==> src/rtl/pipe_ctrl_pkg.sv <==
// Shared encodings for the pipeline stage controller: hazard classes, FSM states
// and the control word that turns an ID_EX slot into a bubble.
package pipe_ctrl_pkg;

    typedef enum logic [1:0] {
        HZ_NONE  = 2'b00,
        HZ_BUB   = 2'b01,
        HZ_FLUSH = 2'b10,
        HZ_FRZ   = 2'b11
    } haz_t;

    typedef enum logic [1:0] {
        IDLE   = 2'd0,
        BUBBLE = 2'd1,
        FREEZE = 2'd2,
        FLUSH  = 2'd3
    } state_t;

    localparam logic [5:0] NOP_CTRL = 6'b111111;

endpackage

==> src/rtl/sat_counter.sv <==
// Free-running up-counter that sticks at all-ones instead of wrapping.
module sat_counter #(
    parameter int W = 16
) (
    input  logic         clk,
    input  logic         rst_n,
    input  logic         en,
    output logic [W-1:0] count
);

    always_ff @(posedge clk or negedge rst_n) begin
        // NOTE: clocked state always uses non-blocking assignment so every register
        // samples its inputs from before the edge.
        if (!rst_n) begin
            count <= '0;
        end else if (en && (count != '1)) begin
            count <= count + 1'b1;
        end
    end

endmodule

==> src/rtl/pipe_stage_ctrl.sv <==
// Hazard-driven stall/flush/bubble sequencer for the PC and pipeline registers.
// IDLE reacts to haz_type in the same cycle; the other states replay a fixed pattern.
module pipe_stage_ctrl
    import pipe_ctrl_pkg::*;
#(
    parameter int              NSTG      = 5,
    parameter int              BUB_LEN   = 1,
    parameter logic [NSTG-2:0] FLUSH_MSK = (NSTG-1)'(2),
    parameter int              CW        = 4
) (
    input  logic            clk,
    input  logic            rst_n,
    input  logic [1:0]      haz_type,
    input  logic [CW-1:0]   frz_len,
    output logic [NSTG-2:0] stall,
    output logic [NSTG-2:0] flush,
    output logic            nop,
    output logic            busy,
    output logic [15:0]     stall_cyc
);

    localparam logic [NSTG-2:0] BUB_STALL = (NSTG-1)'(3);
    localparam logic [CW-1:0]   CNT_ONE   = CW'(1);
    localparam logic [CW-1:0]   BUB_CNT   = CW'(BUB_LEN - 1);

    haz_t            haz;
    state_t          state, state_n;
    logic [CW-1:0]   cnt, cnt_n;
    logic [NSTG-2:0] stall_d, flush_d;
    logic            nop_d;

    assign haz = haz_t'(haz_type);

    always_comb begin
        // NOTE: every output of this block gets a default first, so no path can
        // leave one unassigned and infer a latch.
        stall_d = '0;
        flush_d = '0;
        nop_d   = 1'b0;
        state_n = state;
        cnt_n   = cnt;
        unique case (state)
            IDLE: begin
                case (haz)
                    HZ_BUB: begin
                        nop_d   = 1'b1;
                        stall_d = BUB_STALL;
                        if (BUB_LEN > 1) begin
                            state_n = BUBBLE;
                            cnt_n   = BUB_CNT;
                        end
                    end
                    HZ_FLUSH: begin
                        flush_d = FLUSH_MSK;
                        state_n = FLUSH;
                    end
                    HZ_FRZ: begin
                        stall_d = '1;
                        // frz_len of 0 or 1 is a single-cycle freeze served entirely here
                        if (frz_len > CNT_ONE) begin
                            state_n = FREEZE;
                            cnt_n   = frz_len - CNT_ONE;
                        end
                    end
                    default: ;
                endcase
            end
            BUBBLE: begin
                if (haz == HZ_FLUSH) begin
                    flush_d = FLUSH_MSK;
                    state_n = FLUSH;
                    cnt_n   = '0;
                end else begin
                    nop_d   = 1'b1;
                    stall_d = BUB_STALL;
                    cnt_n   = cnt - CNT_ONE;
                    if (cnt <= CNT_ONE) state_n = IDLE;
                end
            end
            FREEZE: begin
                stall_d = '1;
                cnt_n   = cnt - CNT_ONE;
                if (cnt <= CNT_ONE) state_n = IDLE;
            end
            FLUSH: begin
                state_n = IDLE;
            end
            default: state_n = IDLE;
        endcase
    end

    always_ff @(posedge clk or negedge rst_n) begin
        if (!rst_n) begin
            state <= IDLE;
            cnt   <= '0;
        end else begin
            state <= state_n;
            cnt   <= cnt_n;
        end
    end

    // IDLE decodes haz_type directly, so reset must mask the outputs explicitly.
    assign stall = rst_n ? stall_d : '0;
    assign flush = rst_n ? flush_d : '0;
    assign nop   = rst_n & nop_d;
    assign busy  = (state != IDLE);

    sat_counter #(.W(16)) u_stall_cnt (
        .clk   (clk),
        .rst_n (rst_n),
        .en    (stall[0]),
        .count (stall_cyc)
    );

endmodule

==> config.mk <==
export PLATFORM = sky130hd
export DESIGN_NAME = pipe_stage_ctrl
export DESIGN_NICKNAME = d
export VERILOG_FILES = /design/src/rtl/pipe_ctrl_pkg.sv /design/src/rtl/sat_counter.sv /design/src/rtl/pipe_stage_ctrl.sv
export SDC_FILE = /design/constraint.sdc
export NUM_CORES = 1
export LEC_CHECK = 0
export ABC_AREA = 1
export BUFFER_PORTS_ARGS = -buffer_cell sky130_fd_sc_hd__buf_2
export CAP_MARGIN = 20
export CORE_ASPECT_RATIO = 1.4
export CORE_MARGIN = 2
export CORE_UTILIZATION = 30
export DETAILED_ROUTE_END_ITERATION = 7
export PLACE_DENSITY = 0.56
export SLEW_MARGIN = 0
export SYNTH_ARGS = -nofsm -noshare
export SYNTH_HDL_FRONTEND = slang
export SYNTH_SLANG_ARGS = --single-unit
==> constraint.sdc <==
create_clock -name clk -period 3.2 [get_ports clk]
set_input_delay 0.64 -clock clk [delete_from_list [all_inputs] [get_ports clk]]
set_output_delay 0.64 -clock clk [all_outputs]
set_load 0.05 [all_outputs]
Word level (Yosys, flattened, before mapping)
Cells that the tools add are included.
{"block": "totals", "register_bits": 22, "input_bits": 8, "output_inout_bits": 26, "word_cells": 46}
{"block": "classes", "n_addsub": 3, "magnitude_cmp": 2, "eq_ne": 11, "n_mux": 19, "bitwise": 1, "n_reduce_logical": 7}
{"operator": "$pmux W4 S3", "n": 2}
{"operator": "$mux W4", "n": 5}
{"operator": "$add A16 B1 Y16 const B", "n": 1}
{"operator": "$ne A16 B16 Y1 const B", "n": 1}
{"operator": "$mux W2", "n": 6}
{"operator": "$eq A2 B2 Y1 const B", "n": 4}
{"operator": "$pmux W2 S4", "n": 1}
{"operator": "$pmux W4 S2", "n": 1}
{"operator": "$sub A4 B1 Y4 const B", "n": 2}
{"operator": "$eq A2 B1 Y1 const B", "n": 2}
{"operator": "$gt A4 B1 Y1 const B", "n": 1}
{"operator": "$le A4 B1 Y1 const B", "n": 1}
{"operator": "$pmux W2 S2", "n": 1}
{"operator": "$ne A3 B2 Y1 const B", "n": 1}
{"operator": "$ne A3 B3 Y1 const B", "n": 1}
{"operator": "$reduce_and A3 Y1", "n": 1}
{"operator": "$reduce_bool A3 Y1", "n": 1}
{"operator": "$logic_not A2 Y1", "n": 1}
{"operator": "$mux W1", "n": 2}
{"operator": "$ne A2 B1 Y1 const B", "n": 1}
{"operator": "$ne A2 B2 Y1 const B", "n": 1}
{"operator": "$pmux W1 S2", "n": 1}
{"operator": "$reduce_and A2 Y1", "n": 1}
{"operator": "$reduce_bool A2 Y1", "n": 1}
{"operator": "3 further kinds", "n": 3}

Depth between registers and ports, before layout
{"block": "depth", "ltp_word": 5, "mapped_depth": 10, "depth_no_buf": 10}

By module
A second synthesis with hierarchy kept.
{"block": "unflattened", "cells_unflattened": 261, "hier_area_um2": 1757.9}
{"module": "sat_counter", "instances": 1, "cells_per_inst": 149, "area_each_um2": 1058.5, "seq_area_each_um2": 400.4}
{"module": "pipe_stage_ctrl", "instances": 1, "cells_per_inst": 112, "area_each_um2": 699.4, "seq_area_each_um2": 150.1}

Worst setup path before layout
No wires, ideal clock.
{"block": "synth_path", "path_type": "register to output", "from": "register state[0]", "to": "output stall[3]", "t_arrival_ns": 2.216, "required_time_ns": 2.560, "slack_ns": 0.344, "path_stages_with_launch": 8, "path_buffers": 1, "path_cell_list": "dfrtp_1 -> inv_1 -> ha_1 -> nand2_1 -> nor2_1 -> o21ai_0 -> a21oi_1 -> buf_4"}
{"block": "synth_via", "elab_chain_cells": 3, "elab_cells_between_ends": 5, "cone_classes": "eq/ne: 2; mux: 2; reduce/logical: 1"}
{"element": "from (decl)", "line_no": "pipe_stage_ctrl.sv:27", "source": "state_t state, state_n;"}
{"element": "from (signal assigned)", "line_no": "pipe_stage_ctrl.sv:97", "source": "state <= state_n;"}
{"element": "$eq A2 B2 Y1, or another cell as far along", "line_no": "pipe_stage_ctrl.sv:42", "source": "unique case (state)"}
{"element": "$pmux W4 S3 (*)", "line_no": "pipe_stage_ctrl.sv:42"}
{"element": "$mux W4 (*)", "line_no": "pipe_stage_ctrl.sv:103", "source": "assign stall = rst_n ? stall_d : '0;"}
{"element": "to (decl)", "line_no": "pipe_stage_ctrl.sv:15", "source": "output logic [NSTG-2:0] stall,"}
Mark *: on every way between the ends. The rest lies on a longest branch, timed or not.

Worst setup path after layout
{"block": "layout_path", "from": "register state[1]", "to": "output stall[2]"}
Same word-level chain as after synthesis.

==> flow_metrics.py <==
metrics = {
    "placement": {
        "gp_congestion": 0.7557,
        "place_hpwl_um": 2961,
        "io_buffers": 30,
    },
    "timing": {
        "finClkSkew_ns": 0.002042,
        "max_freq_mhz": 386.0,
        "finalMaxSlewViolations": 0,
        "post-route-period-util_pct": 80.96,
        "tns_ns": 0,
        "finalHoldViolCount": 0,
        "layout_min_cycle_time_ns": 2.591,
        "setup_viol": 0,
        "whs_ns": 0.1704,
        "grt_setup_unrepaired": "no",
    },
    "synth": {
        "synth-adder-area-share_pct": 6.579,
        "syn_inst": 252,
        "dominantRegCellSynth": "dfrtp_1",
        "synth.most_common_cell": "nand2_1",
        "synth-seq-area-share_pct": 32.16,
        "ys_types": 22,
        "synth_compound_gate_area_share_pct": 12.57,
        "synth_top_family_by_area": "simple AND/OR/NAND/NOR gates",
        "yosysWarnings": 0,
        "synth_area_um2": 1712,
        "synthTopCellsByCount": "nand2_1, inv_1, nor2_1, dfrtp_1, o21ai_1",
        "synth-edff-count": 0,
        "synthArstFlopShare_pct": 100.0,
        "synthSimpleGateAreaFrac_pct": 33.19,
        "synthMuxAreaShare_pct": 0,
        "synth_seq_cells": 22,
        "synth_area_leaders": "dfrtp_1, nand2_1, inv_1",
        "synth_xor_area_share_pct": 3.582,
        "avgSynthCellArea_um2": 6.792,
        "synth_top_area_cell": "dfrtp_1",
        "yosys.area.top_type_share_pct": 32.16,
    },
    "final_layout": {
        "area_delta_synth_final_pct": 14.99,
        "diodes": 0,
        "final_layout_size_suffix_gt1_share_pct": 19.22,
        "final_nets": 299,
    },
    "global_route": {
        "antenna_found_initial": 0,
        "grt.overflow.total": 0,
        "grt_pass1_vias": 1541,
        "grt_max_degree": 21,
        "grt_pass1_wl_um": 6568,
        "grt.total_usage_pct": 13.25,
    },
    "critical_path": {
        "crit_family": "flip-flops",
        "path_buf_inv": 2,
        "rr_worst_depth": 9,
        "slowest_delay_ns": 0.45,
        "path_class": "reg2out",
        "reg2reg_from": "state[1]$_DFFE_PN0P_",
        "rr_endpoint": "u_stall_cnt.count[4]$_DFFE_PN0P_",
        "start_kind": "flop",
        "required_ns": 2.56,
        "crit_fanout": 6,
        "cp_cell_sequence": "inv_1, ha_1, nand2_1, nor2_1, o21ai_0, a21oi_1, buf_2",
        "crit_path_end_kind": "primary output",
        "rrSetupSlack_ns": 1.08,
        "slowest_stage": "dfrtp_1",
        "cp.arrival_ns": 1.95,
        "crit_path_start": "state[1]$_DFFE_PN0P_",
    },
    "min_path": {
        "hold_class": "in2async",
    },
    "floorplan": {
        "rows": 32,
        "initial_core_util_pct": 30.98,
        "io_pins": 34,
        "die_w_um": 67.84,
        "fp.dieArea_um2": 6335,
        "die_h_um": 93.38,
        "core-area_um2": 5525,
    },
    "detailed_routing": {
        "postRouteAntennaNets": 0,
        "wl_per_cell_um": 10.55,
        "viasPerCell": 4.524,
        "drt_iter0_drc": 78,
        "dr.pass1.iters": 4,
        "drt_wl_total_um": 3682,
        "drc": 0,
        "vias": 1579,
    },
    "cts": {
        "cts_tree": "yes",
        "clock-root-buffer": "clkbuf_8",
        "cts_buffers": 3,
        "cts_hold_buf": 0,
        "post_cts_resized": 0,
        "clk_latency_ns": 0.26,
        "post_cts_buffers": 0,
        "htreeDepth": 1,
        "cts.clk_slew.worst_paths_ns": 0.08,
        "clock-sinks": 22,
        "clockBufferDepth": 2,
    },
    "pwr": {
        "powerDensity_nw_per_um2": 822.6,
        "leakagePower_nw": 1.047,
        "peakVddDrop_v": 0.0002600,
    },
    "job": {
        "drv_cap": 0,
    },
    "status": {
        "status": "finished clean",
    },
}
-- cell usage in the layout, fill, tap and decap left out --
cell       count
clkbuf_8       3
nand2_1       79
a21o_1         1
ha_1           9
inv_2          1
o21ai_0       12
buf_2         30
bufinv_16      1
nand4_1        4
nand2_2        5
inv_1         31
xor2_1         7
nor2_1        27
nor2_2         3
conb_1         3
a21oi_1        6
nor2_4         2
dfrtp_1       22
o21ai_2        6
o21ai_1       13
nand3b_1       3
buf_4          3
nand3_1       10
-- report_power, final --
part           leakage, nW  internal [mW]  switching, mW  total (mW)
clock network       0.0357          0.167         0.0938       0.261
logic                0.720          0.262          0.659       0.921
registers            0.291          0.353         0.0840       0.437
total                 1.05          0.782          0.837        1.62
-- state kept, by name, indices dropped and copies added, names as in the netlist --
signal,cells
state,2
u_stall_cnt.count,16
cnt,4
-- how the worst max path moves through the flow --
stage | endpoint | slack (ns) | depth (start not counted)
final | stall[2] | 0.61 | 7
after global routing | stall[3] | 0.43 | 7
after CTS | stall[3] | 0.57 | 7
after detailed placement | stall[3] | 0.87 | 7
after global placement | stall[3] | 0.92 | 7
after floorplan | stall[3] | 0.34 | 7
-- layer usage --
metal  share of wire, %  vias to the layer above  global-route usage (%)
met5                  0                        -                       0
met4               0.73                        0                   4.000
met3                3.2                        2                   1.925
met2                 53                       28                   25.33
met1                 43                      707                   14.43
li1                   -                      842                       -
-- kinds of logic after synthesis --
| group | after synthesis |
|---|---|
| AO/OA/AOI/OAI | 38 |
| XOR/XNOR | 7 |
| adder cells (fa/ha/maj) | 9 |
| AND/OR/NAND/NOR | 133 |
| buffers and inverters | 42 |
| flip-flops | 22 |
| other | 1 |
-- cell type report --
type / instances / area (um^2)
fill: 602 / 3557
clock inverter: 1 / 30.03
clock buffer: 3 / 41.29
tap: 68 / 85.08
sequential: 22 / 550.5
inverter: 32 / 120.1
multi-input combinational: 190 / 968.4
timing repair buffer: 33 / 172.7
-- through the flow --
stage               instance area [um^2]  util, %  total power [mW]  setup WS (ns)  std cells
floorplan                           1719        -             1.202         0.3440        254
global placement                    1897    34.33             1.375         0.9169        345
detailed placement                  1897    34.33             1.377         0.8712        345
CTS                                 1968    35.62             1.647         0.5709        349
global route                        1968    35.62             1.767         0.4333        349
finish                              1968    35.62             1.619         0.6094        349
Note: power is estimated with default switching activity, not from simulation.
